**config.mk**
```make
export PLATFORM = sky130hd
export DESIGN_NAME = fetch_stage_flat
export DESIGN_NICKNAME = d
export VERILOG_FILES = /design/src/rtl/pipeline_defs.sv /design/src/rtl/fetch_stage_if.sv /design/src/rtl/pc_next_calc.sv /design/src/rtl/fetch_stage.sv /design/src/flat_wrapper.sv
export SDC_FILE = /design/constraint.sdc
export NUM_CORES = 1
export LEC_CHECK = 0
export BUFFER_PORTS_ARGS = -buffer_cell sky130_fd_sc_hd__buf_2
export CAP_MARGIN = 20
export CORE_MARGIN = 4
export CORE_UTILIZATION = 55
export CTS_BUF_LIST = sky130_fd_sc_hd__clkbuf_2
export CTS_CLUSTER_SIZE = 14
export DETAILED_ROUTE_END_ITERATION = 7
export HOLD_SLACK_MARGIN = 0.08
export PLACE_DENSITY = 0.8
export SYNTH_ARGS = -nofsm -noshare
export SYNTH_HDL_FRONTEND = slang
export SYNTH_SLANG_ARGS = --single-unit
```
**constraint.sdc**
```tcl
create_clock -name clock -period 2.72 [get_ports clock]
set_input_delay 0.136 -clock clock [delete_from_list [all_inputs] [get_ports clock]]
set_output_delay 0.136 -clock clock [all_outputs]
set_load 0.02 [all_outputs]
```
**src/rtl/pipeline_defs.sv**
```systemverilog
// ---------------------------------------------------------------------------
// pipeline_defs
// Shared definitions for the instruction-fetch stage of the 5-stage MIPS
// pipeline: fetch FSM state type and encodings, instruction size, default
// reset PC and a word-alignment helper.
// ---------------------------------------------------------------------------
package pipeline_defs;

    typedef enum logic [1:0] {
        IDLE    = 2'd0,
        FETCH   = 2'd1,
        HOLD    = 2'd2,
        DISCARD = 2'd3
    } fetch_state_t;

    // Plain vector encodings of the fetch states, used for the state register
    // so older tools and waveform scripts see a simple 2-bit field.
    localparam logic [1:0] ST_IDLE    = IDLE;
    localparam logic [1:0] ST_FETCH   = FETCH;
    localparam logic [1:0] ST_HOLD    = HOLD;
    localparam logic [1:0] ST_DISCARD = DISCARD;

    localparam logic [31:0] NOP_INSTRUCTION  = 32'h0000_0000;
    localparam logic [31:0] INSTR_BYTES      = 32'd4;
    localparam logic [31:0] DEFAULT_RESET_PC = 32'h0000_0000;

    // Branch targets come from decode's adder; the low two bits carry no
    // meaning for a word-aligned instruction stream and are forced to zero.
    function automatic logic [31:0] align_word(input logic [31:0] addr);
        return {addr[31:2], 2'b00};
    endfunction

endpackage

```
**src/rtl/fetch_stage_if.sv**
```systemverilog
// ---------------------------------------------------------------------------
// fetch_stage_if
// Instruction-memory request bus between the fetch stage and instruction
// memory.
//   imem_req   : request valid, held with imem_addr stable until imem_ready
//   imem_addr  : word-aligned fetch address
//   imem_ready : one-cycle pulse, imem_data valid and request complete
//   imem_data  : instruction word
// Modports: master = fetch stage, slave = instruction memory.
// ---------------------------------------------------------------------------
interface fetch_stage_if;

    logic        imem_req;
    logic [31:0] imem_addr;
    logic        imem_ready;
    logic [31:0] imem_data;

    modport master (
        output imem_req,
        output imem_addr,
        input  imem_ready,
        input  imem_data
    );

    modport slave (
        input  imem_req,
        input  imem_addr,
        output imem_ready,
        output imem_data
    );

endinterface

```
**src/rtl/pc_next_calc.sv**
```systemverilog
// ---------------------------------------------------------------------------
// pc_next_calc
// Combinational next-PC logic for the fetch stage.
// Inputs : state, pc, pending_pc, branch_taken, branch_target, imem_ready,
//          stall
// Outputs: pc_next         - value the PC register takes at the next edge
//          pending_pc_next - redirect address remembered while a stale
//                            request is being drained
//          pc_plus_four    - pc + 4 (modulo 2^32), also used for IF/ID
// Priority: branch_taken > imem_ready > stall.
// ---------------------------------------------------------------------------
module pc_next_calc
    import pipeline_defs::*;
(
    input  logic [1:0]  state,
    input  logic [31:0] pc,
    input  logic [31:0] pending_pc,
    input  logic        branch_taken,
    input  logic [31:0] branch_target,
    input  logic        imem_ready,
    input  logic        stall,
    output logic [31:0] pc_next,
    output logic [31:0] pending_pc_next,
    output logic [31:0] pc_plus_four
);

    logic [31:0] target_aligned;

    always_comb begin
        target_aligned  = align_word(branch_target);
        pc_plus_four    = pc + INSTR_BYTES;
        pc_next         = pc;
        pending_pc_next = pending_pc;

        case (state)
            ST_IDLE: begin
                if (branch_taken) begin
                    pc_next = target_aligned;
                end
            end

            ST_FETCH: begin
                if (branch_taken) begin
                    // With the request completing this cycle the PC can move
                    // straight away; otherwise the outstanding request must
                    // keep its address, so the target is parked.
                    if (imem_ready) begin
                        pc_next = target_aligned;
                    end else begin
                        pending_pc_next = target_aligned;
                    end
                end else if (imem_ready && !stall) begin
                    pc_next = pc_plus_four;
                end
            end

            ST_HOLD: begin
                if (branch_taken) begin
                    pc_next = target_aligned;
                end else if (!stall) begin
                    pc_next = pc_plus_four;
                end
            end

            ST_DISCARD: begin
                if (imem_ready) begin
                    // A redirect arriving together with the stale data is the
                    // newest one and wins over the parked target.
                    pc_next = branch_taken ? target_aligned : pending_pc;
                end else if (branch_taken) begin
                    pending_pc_next = target_aligned;
                end
            end

            default: begin
                pc_next = pc;
            end
        endcase
    end

endmodule

```
**src/rtl/fetch_stage.sv**
```systemverilog
// ---------------------------------------------------------------------------
// fetch_stage
// Instruction-fetch stage: owns the PC, issues one outstanding request at a
// time to instruction memory and fills the IF/ID slot consumed by decode.
// Ports:
//   clock, reset_n        - clock, asynchronous active-low reset
//   imem (master)         - instruction-memory request bus
//   stall                 - decode cannot take a new IF/ID entry this cycle
//   branch_taken/_target  - redirect from decode; flushes IF/ID
//   if_id_valid           - IF/ID holds a live instruction
//   if_id_instruction     - fetched word (NOP when invalid)
//   if_id_pc_plus_four    - fetch address + 4 of if_id_instruction
// States: IDLE (first cycle after reset), FETCH (request outstanding),
// HOLD (word returned while decode stalled, parked in hold_buf), DISCARD
// (redirected while a request was in flight; its data will be dropped).
// ---------------------------------------------------------------------------
module fetch_stage
    import pipeline_defs::*;
#(
    parameter logic [31:0] RESET_PC = DEFAULT_RESET_PC
) (
    input  logic                 clock,
    input  logic                 reset_n,
    fetch_stage_if.master        imem,
    input  logic                 stall,
    input  logic                 branch_taken,
    input  logic [31:0]          branch_target,
    output logic                 if_id_valid,
    output logic [31:0]          if_id_instruction,
    output logic [31:0]          if_id_pc_plus_four
);

    logic [1:0]  state_q, state_d;
    logic [31:0] pc_q, pc_d;
    logic [31:0] pending_pc_q, pending_pc_d;
    logic [31:0] hold_buf_q, hold_buf_d;
    logic        if_id_valid_q, if_id_valid_d;
    logic [31:0] if_id_instruction_q, if_id_instruction_d;
    logic [31:0] if_id_pc_plus_four_q, if_id_pc_plus_four_d;
    logic [31:0] pc_plus_four;

    pc_next_calc u_pc_next_calc (
        .state           (state_q),
        .pc              (pc_q),
        .pending_pc      (pending_pc_q),
        .branch_taken    (branch_taken),
        .branch_target   (branch_target),
        .imem_ready      (imem.imem_ready),
        .stall           (stall),
        .pc_next         (pc_d),
        .pending_pc_next (pending_pc_d),
        .pc_plus_four    (pc_plus_four)
    );

    always_comb begin
        state_d              = state_q;
        hold_buf_d           = hold_buf_q;
        if_id_valid_d        = if_id_valid_q;
        if_id_instruction_d  = if_id_instruction_q;
        if_id_pc_plus_four_d = if_id_pc_plus_four_q;

        case (state_q)
            ST_IDLE: begin
                state_d = ST_FETCH;
                if (branch_taken) begin
                    if_id_valid_d       = 1'b0;
                    if_id_instruction_d = NOP_INSTRUCTION;
                end
            end

            ST_FETCH: begin
                if (branch_taken) begin
                    if_id_valid_d       = 1'b0;
                    if_id_instruction_d = NOP_INSTRUCTION;
                    state_d             = imem.imem_ready ? ST_FETCH : ST_DISCARD;
                end else if (imem.imem_ready) begin
                    if (stall) begin
                        // Decode still owns IF/ID; park the word.
                        hold_buf_d = imem.imem_data;
                        state_d    = ST_HOLD;
                    end else begin
                        if_id_valid_d        = 1'b1;
                        if_id_instruction_d  = imem.imem_data;
                        if_id_pc_plus_four_d = pc_plus_four;
                    end
                end else if (!stall) begin
                    // Decode consumed the entry and nothing new arrived.
                    if_id_valid_d       = 1'b0;
                    if_id_instruction_d = NOP_INSTRUCTION;
                end
            end

            ST_HOLD: begin
                if (branch_taken) begin
                    if_id_valid_d       = 1'b0;
                    if_id_instruction_d = NOP_INSTRUCTION;
                    state_d             = ST_FETCH;
                end else if (!stall) begin
                    if_id_valid_d        = 1'b1;
                    if_id_instruction_d  = hold_buf_q;
                    if_id_pc_plus_four_d = pc_plus_four;
                    state_d              = ST_FETCH;
                end
            end

            ST_DISCARD: begin
                if_id_valid_d       = 1'b0;
                if_id_instruction_d = NOP_INSTRUCTION;
                if (imem.imem_ready) begin
                    state_d = ST_FETCH;
                end
            end

            default: begin
                state_d = ST_IDLE;
            end
        endcase
    end

    always_ff @(posedge clock or negedge reset_n) begin
        if (!reset_n) begin
            state_q              <= ST_IDLE;
            pc_q                 <= RESET_PC;
            pending_pc_q         <= RESET_PC;
            hold_buf_q           <= 32'h0;
            if_id_valid_q        <= 1'b0;
            if_id_instruction_q  <= NOP_INSTRUCTION;
            if_id_pc_plus_four_q <= 32'h0;
        end else begin
            state_q              <= state_d;
            pc_q                 <= pc_d;
            pending_pc_q         <= pending_pc_d;
            hold_buf_q           <= hold_buf_d;
            if_id_valid_q        <= if_id_valid_d;
            if_id_instruction_q  <= if_id_instruction_d;
            if_id_pc_plus_four_q <= if_id_pc_plus_four_d;
        end
    end

    // The request is a pure function of registered state, so it drops to
    // zero the instant reset asserts and never depends on this cycle's inputs.
    assign imem.imem_req  = (state_q == ST_FETCH) || (state_q == ST_DISCARD);
    assign imem.imem_addr = pc_q;

    assign if_id_valid        = if_id_valid_q;
    assign if_id_instruction  = if_id_instruction_q;
    assign if_id_pc_plus_four = if_id_pc_plus_four_q;

endmodule
```
**src/flat_wrapper.sv**
```systemverilog
// flat-port wrapper written by rule: the top's interface ports become plain ports
module fetch_stage_flat import pipeline_defs::*;
#(
    parameter logic [31:0] RESET_PC = DEFAULT_RESET_PC
)
  (clock, reset_n, stall, branch_taken, branch_target, if_id_valid, if_id_instruction, if_id_pc_plus_four, imem_imem_req, imem_imem_addr, imem_imem_ready, imem_imem_data);
  fetch_stage_if imem_i ();
  input  logic clock;
  input  logic reset_n;
  input  logic stall;
  input  logic branch_taken;
  input  logic [31:0] branch_target;
  output logic if_id_valid;
  output logic [31:0] if_id_instruction;
  output logic [31:0] if_id_pc_plus_four;
  output wire logic [$bits(imem_i.imem_req)-1:0] imem_imem_req;
  output wire logic [$bits(imem_i.imem_addr)-1:0] imem_imem_addr;
  input wire logic [$bits(imem_i.imem_ready)-1:0] imem_imem_ready;
  input wire logic [$bits(imem_i.imem_data)-1:0] imem_imem_data;
  assign imem_imem_req = imem_i.imem_req;
  assign imem_imem_addr = imem_i.imem_addr;
  assign imem_i.imem_ready = imem_imem_ready;
  assign imem_i.imem_data = imem_imem_data;
  fetch_stage #(.RESET_PC(RESET_PC)) u_core (.clock(clock), .reset_n(reset_n), .imem(imem_i), .stall(stall), .branch_taken(branch_taken), .branch_target(branch_target), .if_id_valid(if_id_valid), .if_id_instruction(if_id_instruction), .if_id_pc_plus_four(if_id_pc_plus_four));
endmodule
```
======== Yosys cells after proc, flatten, opt, wreduce, memory -nomap -nowiden ========
Index checks and enable logic that the tools add are counted.
operators by class
  bitwise logic cells ..................... 1
  mux-type cells .......................... 41
  $add $sub $neg .......................... 1
  equality and inequality tests ........... 18
  reduce and logical (&&, ||, !) cells .... 13
operators by type and width
  kind                     count
  $mux W32                 22
  $pmux W32 S4             2
  $pmux W32 S2             2
  $add A32 B3 Y32 const B  1
  $ne A3 B3 Y1 const B     6
  $ne A2 B2 Y1 const B     8
  $reduce_and A4 Y1        4
  $mux W2                  7
  $pmux W2 S4              1
  $mux W1                  6
  $reduce_and A5 Y1        1
  $eq A2 B2 Y1 const B     2
  $ne A4 B4 Y1 const B     1
  $pmux W1 S4              1
  $reduce_bool A2 Y1       2
  $reduce_and A3 Y1        1
  $eq A2 B1 Y1 const B     1
  $logic_not A2 Y1         1
  $reduce_and A2 Y1        1
  $logic_and A1 B1 Y1      1
  $logic_not A1 Y1         1
  $logic_or A1 B1 Y1       1
  $not A1 Y1               1
storage, ports and cells
  bits of input ports ..................... 69
  flip-flop bits (word level) ............. 163
  output and inout bits ................... 98
  logic and storage cells ................. 81

======== Logic depth before layout (Yosys ltp) ========
  word-level depth ........................ 5
  mapped depth ............................ 9
  mapped depth without buffers ............ 7

======== Cells and area by module ========
From an unflattened synthesis, not the netlist that was laid out.
second synthesis, totals
  cells, all modules ...................... 1,061
  area total of the unflattened synthesis .. 10,351.2 um^2
by module, submodules not included
  module        times used  cells each  sequential area each (um^2)  area each (um^2)
  fetch_stage   1           348         4,078.9                      5,819.3
  pc_next_calc  1           713         0.0                          4,531.8

======== Worst setup path after synthesis ========
Ideal clock, no wire load.
  path type ............................... register -> register
  start point ............................. register u_core.state_q[0]
  end point ............................... register u_core.if_id_instruction_q[10], in the netlist u_core.if_id_instruction[10]
  data required time ...................... 2,637 ps
  path slack .............................. 693 ps
  cell stages (with the launch flop) ...... 10
  library setup time ...................... 83 ps
  clock period less this slack ............ 2,027 ps
  path buffers ............................ 3
  data arrival time ....................... 1,945 ps
  cell sequence ........................... dfrtp_1 > inv_1 > ha_1 > clkbuf_1 > nor2b_1 > and2_1 > clkbuf_1 > clkbuf_1 > a22oi_1 > o21ai_0
between the ends
  longest elaborated chain between the ends .. 3
  elaborated cells on any way between the ends .. 9
  classes of those cells .................. eq/ne: 6; mux: 1; reduce/logical: 2
RTL lines
  item                                                           RTL line            RTL
  start, declared                                                fetch_stage.sv:33   logic [1:0] state_q, state_d;
  start signal, assigned                                         fetch_stage.sv:130  state_q <= state_d;
  $eq A2 B1 Y1 (tied with other cells)                           fetch_stage.sv:62   case (state_q)
  $ne A3 B3 Y1 (no source line) or $ne A2 B2 Y1 (tied branches)  --
  $reduce_and A3 Y1 (no source line)                             --
  end signal, assigned                                           fetch_stage.sv:135  if_id_instruction_q <= if_id_instruction_d;
  end, declared                                                  fetch_stage.sv:38   logic [31:0] if_id_instruction_q, if_id_instruction_d;
Several ways; a longest one is shown, not always the timed one.
A chain may end at the register's enable or synchronous reset.

======== Worst setup path in the final report ========
  start point ............................. register u_core.state_q[1]
  end point ............................... register u_core.hold_buf_q[29]
between the ends
  longest elaborated chain between the ends .. 2
RTL lines
  item                                RTL line            RTL
  $eq A2 B1 Y1                        fetch_stage.sv:62
  $reduce_and A4 Y1 (no source line)  --
  end signal, assigned                fetch_stage.sv:133  hold_buf_q <= hold_buf_d;
  end, declared                       fetch_stage.sv:36   logic [31:0] hold_buf_q, hold_buf_d;
Every way passes these cells.

==> impl_metrics.py <==
metrics = {
    "placement": {
        "place_ws_ns": 0.353,
        "gp_congestion": 0.842,
        "dpl_cell_area_um2": 8900,
        "dpl.hpwl_um": 13900,
        "placed_cells": 1061,
        "place.port_buffers": 164,
    },
    "global_routing": {
        "grt_max_degree": 80,
        "gr-total-overflow": 0,
        "grt_pass1_vias": 7363,
        "grt_pass1_wl_um": 37600,
        "track_usage_pct": 28.9,
        "grt_antenna_before_repair": 2,
    },
    "power": {
        "intPower_mw": 5.97,
        "p_leak_nw": 4.69,
        "seqPwrFrac_pct": 41.0,
        "ir_worst_vdd_mv": 0.525,
        "powerDensity_nw_per_um2": 990,
        "clkPwrFrac_pct": 14.7,
        "p_sw_mw": 4.19,
        "netSwitchingFraction_pct": 41.2,
        "combPwrFrac_pct": 44.3,
    },
    "critical_path": {
        "r2r-start": "u_core.state_q[1]$_DFFE_PN0P_",
        "crit_path_max_fanout": 16,
        "cp-end-kind": "flip-flop",
        "cp-startpoint": "u_core.state_q[1]$_DFFE_PN0P_",
        "crit_type": "flip-flop to flip-flop",
        "cp-start-kind": "flip-flop",
        "arrival_ns": 3.19,
        "reg2reg_depth": 8,
        "required_ns": 3.38,
    },
    "logic_synthesis": {
        "syn_inst": 746,
        "mappedNetlistArea_um2": 7910,
        "ys_ff_latch": 163,
        "synth_edf_count": 0,
        "async_flop_share_pct": 100,
        "yosys_warnings": 0,
        "avgSynthCellArea_um2": 10.6,
        "yosysUniqueCellTypes": 62,
        "synth_flop_cell": "dfrtp_1",
        "syn_nets": 821,
        "ys_seq_area_share_pct": 51.5,
    },
    "clocking": {
        "clock_sinks": 163,
        "postCtsSetupRepairBufs": 0,
        "cts_tree": "yes",
        "cts_root_buffer": "clkbuf_2",
        "clk_pin_slew_ns": 0.22,
        "cts.path.max_buffers": 2,
        "numCtsBuffers": 17,
        "h-tree-depth": 4,
        "insertion_delay_ns": 0.78,
    },
    "die": {
        "die_h_um": 128,
        "fp-row-count": 43,
        "core-area_um2": 14000,
        "die_x_um": 128,
        "io_pins": 167,
        "die-area_um2": 16400,
        "start_util_pct": 56.6,
    },
    "worst_hold_path": {
        "min-delay-path-class": "input pin to flip-flop",
        "hold_path_depth": 3,
        "min_from": "branch_target[16]",
    },
    "timing": {
        "final.min_clock_period_ns": 2.53,
        "finalWorstSetupSlack_ns": 0.187,
        "worst_slew_margin_rel_pct": 50.1,
        "skew_ns": 0.0509,
        "clock.fmax_mhz": 395,
        "fin_setup_tns_ns": 0,
        "setup_violations": 0,
        "worstMarginPinSlew_ns": 0.749,
        "hold_viol": 0,
        "rsz0062_at_grt": "false",
        "finalCritPeriodShare_pct": 93.1,
        "report.final.slew_viol_count": 0,
    },
    "drt": {
        "wl_per_cell_um": 19.2,
        "routed_wl_um": 23100,
        "drt-initial-drc-count": 637,
        "ant_nets": 0,
        "vias": 7111,
        "drc": 0,
        "first_pass_iters": 6,
        "viasPerCell": 5.92,
    },
    "outcome": {
        "status": "completed",
    },
    "finish": {
        "stdcell_count": 1202,
        "layout_common_cells": "buf_2, dfrtp_1, dlygate4sd3_1",
        "area_growth_pct": 29.7,
        "num-fill-cells": 962,
        "drive_above_1_share_pct": 29.5,
        "nets": 1082,
        "regArea_um2": 4080,
        "fin_area_um2": 10300,
        "multiInputGateArea_um2": 3530,
    },
    "job": {
        "cap_violations": 0,
    },
}
-- through the flow --
| stage | power (mW) | utilization [%] | hold slack (ns) |
|---|---|---|---|
| floorplan | 6.77 | - | -0.160 |
| detailed placement | 8.04 | 63.6 | 0.231 |
| global route | 10.8 | 73.4 | 0.116 |
| CTS | 9.97 | 73.2 | 0.130 |
| global placement | 7.86 | 63.6 | 0.233 |
| finish | 10.2 | 73.4 | 0.166 |
-- flip-flops by register name (all words and copies together), names as in the netlist --
register / count
u_core.hold_buf_q: 32
u_core.if_id_instruction: 32
u_core.if_id_pc_plus_four: 32
u_core.imem.imem_addr: 32
u_core.pending_pc_q: 32
u_core.state_q: 2
u_core.if_id_valid: 1
-- metal layers --
metal  vias up  track usage (%)  routed length (µm)  part of all wire, %
li1       3245                -                   -                    -
met1      3438             35.8                8970                   39
met2       354             48.5               11500                   50
met3        74             6.04                1710                  7.4
met4         0             13.9                 946                  4.1
met5         -                0                   0                    0
-- power by group through the flow --
stage,Clock [mW],Combinational [mW],Sequential (mW)
floorplan,0,2.25,4.52
global placement,0,3.77,4.09
detailed placement,0,3.88,4.16
CTS,1.50,4.37,4.10
global route,1.63,4.90,4.28
finish,1.50,4.50,4.16
-- worst max-delay path, stage by stage (launching register included) --
cell           delay, ns
dfrtp_1             0.47
inv_1               0.12
ha_2                0.25
nand2_1             0.11
nor2_2              0.24
nand2_1             0.15
buf_4               0.24
mux2_2              0.30
dlygate4sd3_1       0.57
-- cell type report --
| type | count | share of cell area [%] |
|---|---|---|
| inverter | 10 | 0.366 |
| tap | 180 | 2.19 |
| antenna | 2 | 0.0488 |
| multi-input combinational | 520 | 34.4 |
| clock buffer | 19 | 0.926 |
| clock inverter | 13 | 1.78 |
| sequential | 163 | 39.7 |
| timing repair buffer | 295 | 20.6 |
-- Yosys cell counts (2+ instances only) --
| cell | n | area, µm² |
|---|---|---|
| nor4_1 | 4 | 25.0 |
| nor3b_1 | 2 | 15.0 |
| nand3_1 | 11 | 55.1 |
| a21oi_1 | 12 | 60.1 |
| clkbuf_1 | 26 | 97.6 |
| o2bb2ai_1 | 6 | 52.6 |
| mux2i_1 | 2 | 20.0 |
| a22oi_1 | 37 | 278 |
| inv_1 | 9 | 33.8 |
| nand4_1 | 14 | 87.6 |
| nor2b_1 | 3 | 18.8 |
| buf_6 | 2 | 22.5 |
| clkbuf_8 | 5 | 68.8 |
| o21ai_1 | 3 | 15.0 |
| mux2_2 | 65 | 732 |
| ha_1 | 6 | 75.1 |
| a222oi_1 | 8 | 80.1 |
| a221oi_1 | 9 | 78.8 |
| and3_1 | 7 | 43.8 |
| xor2_1 | 11 | 96.3 |
| a31o_1 | 2 | 17.5 |
| nor3_1 | 8 | 40.0 |
| nand4b_1 | 3 | 26.3 |
| o31a_1 | 3 | 26.3 |
| nand2b_1 | 12 | 75.1 |
| nor2_1 | 29 | 109 |
| nand2_1 | 90 | 338 |
| o21ai_0 | 101 | 505 |
| and2_1 | 6 | 37.5 |
| buf_2 | 12 | 60.1 |
| buf_4 | 2 | 15.0 |
| xnor2_1 | 17 | 149 |
| o22ai_1 | 5 | 31.3 |
| nand4_4 | 2 | 42.5 |
| o211ai_1 | 6 | 45.0 |
| a221o_1 | 3 | 30.0 |
| o31ai_1 | 4 | 30.0 |
| a31oi_1 | 2 | 12.5 |
| dfrtp_1 | 163 | 4080 |
| buf_1 | 5 | 18.8 |
| a22o_1 | 5 | 43.8 |
| nor4_4 | 2 | 42.5 |
| or2_2 | 2 | 12.5 |
| nand3b_1 | 2 | 15.0 |
-- logic make-up (layout without fill, tap and decap cells) --
group | Yosys count | in the layout | share of synthesized area, %
multiplexers | 67 | 67 | 9.50
other | 0 | 2 | 0
flip-flops | 163 | 163 | 51.5
adder cells (fa/ha/maj) | 6 | 6 | 0.949
AO/OA/AOI/OAI | 213 | 213 | 17.3
AND/OR/NAND/NOR | 206 | 206 | 13.5
XOR/XNOR | 28 | 28 | 3.10
buffers and inverters | 63 | 337 | 4.11
-- path summary, 6_finish.rpt --
check | end | slack [ns]
hold reg to reg | u_core.if_id_pc_plus_four[30]$_DFFE_PN0P_ | 0.51
setup / recovery | u_core.hold_buf_q[29]$_DFFE_PN0P_ | 0.19
min in group asynchronous | u_core.if_id_pc_plus_four[15]$_DFFE_PN0P_ | 0.51
max in group asynchronous | u_core.pending_pc_q[25]$_DFFE_PN0P_ | 1.41
hold / removal | u_core.pending_pc_q[16]$_DFFE_PN0P_ | 0.17
setup reg to reg | u_core.hold_buf_q[29]$_DFFE_PN0P_ | 0.19
-- repair_timing --
| item | 4_1_cts | 5_1_grt |
|---|---|---|
| hold endpoints to repair | 294 | 0 |
| hold buffers | 106 | 0 |
| resized for setup | 0 | 1 |
| setup endpoints to repair | 0 | 1 |
Power figures use the tool's default switching activity.
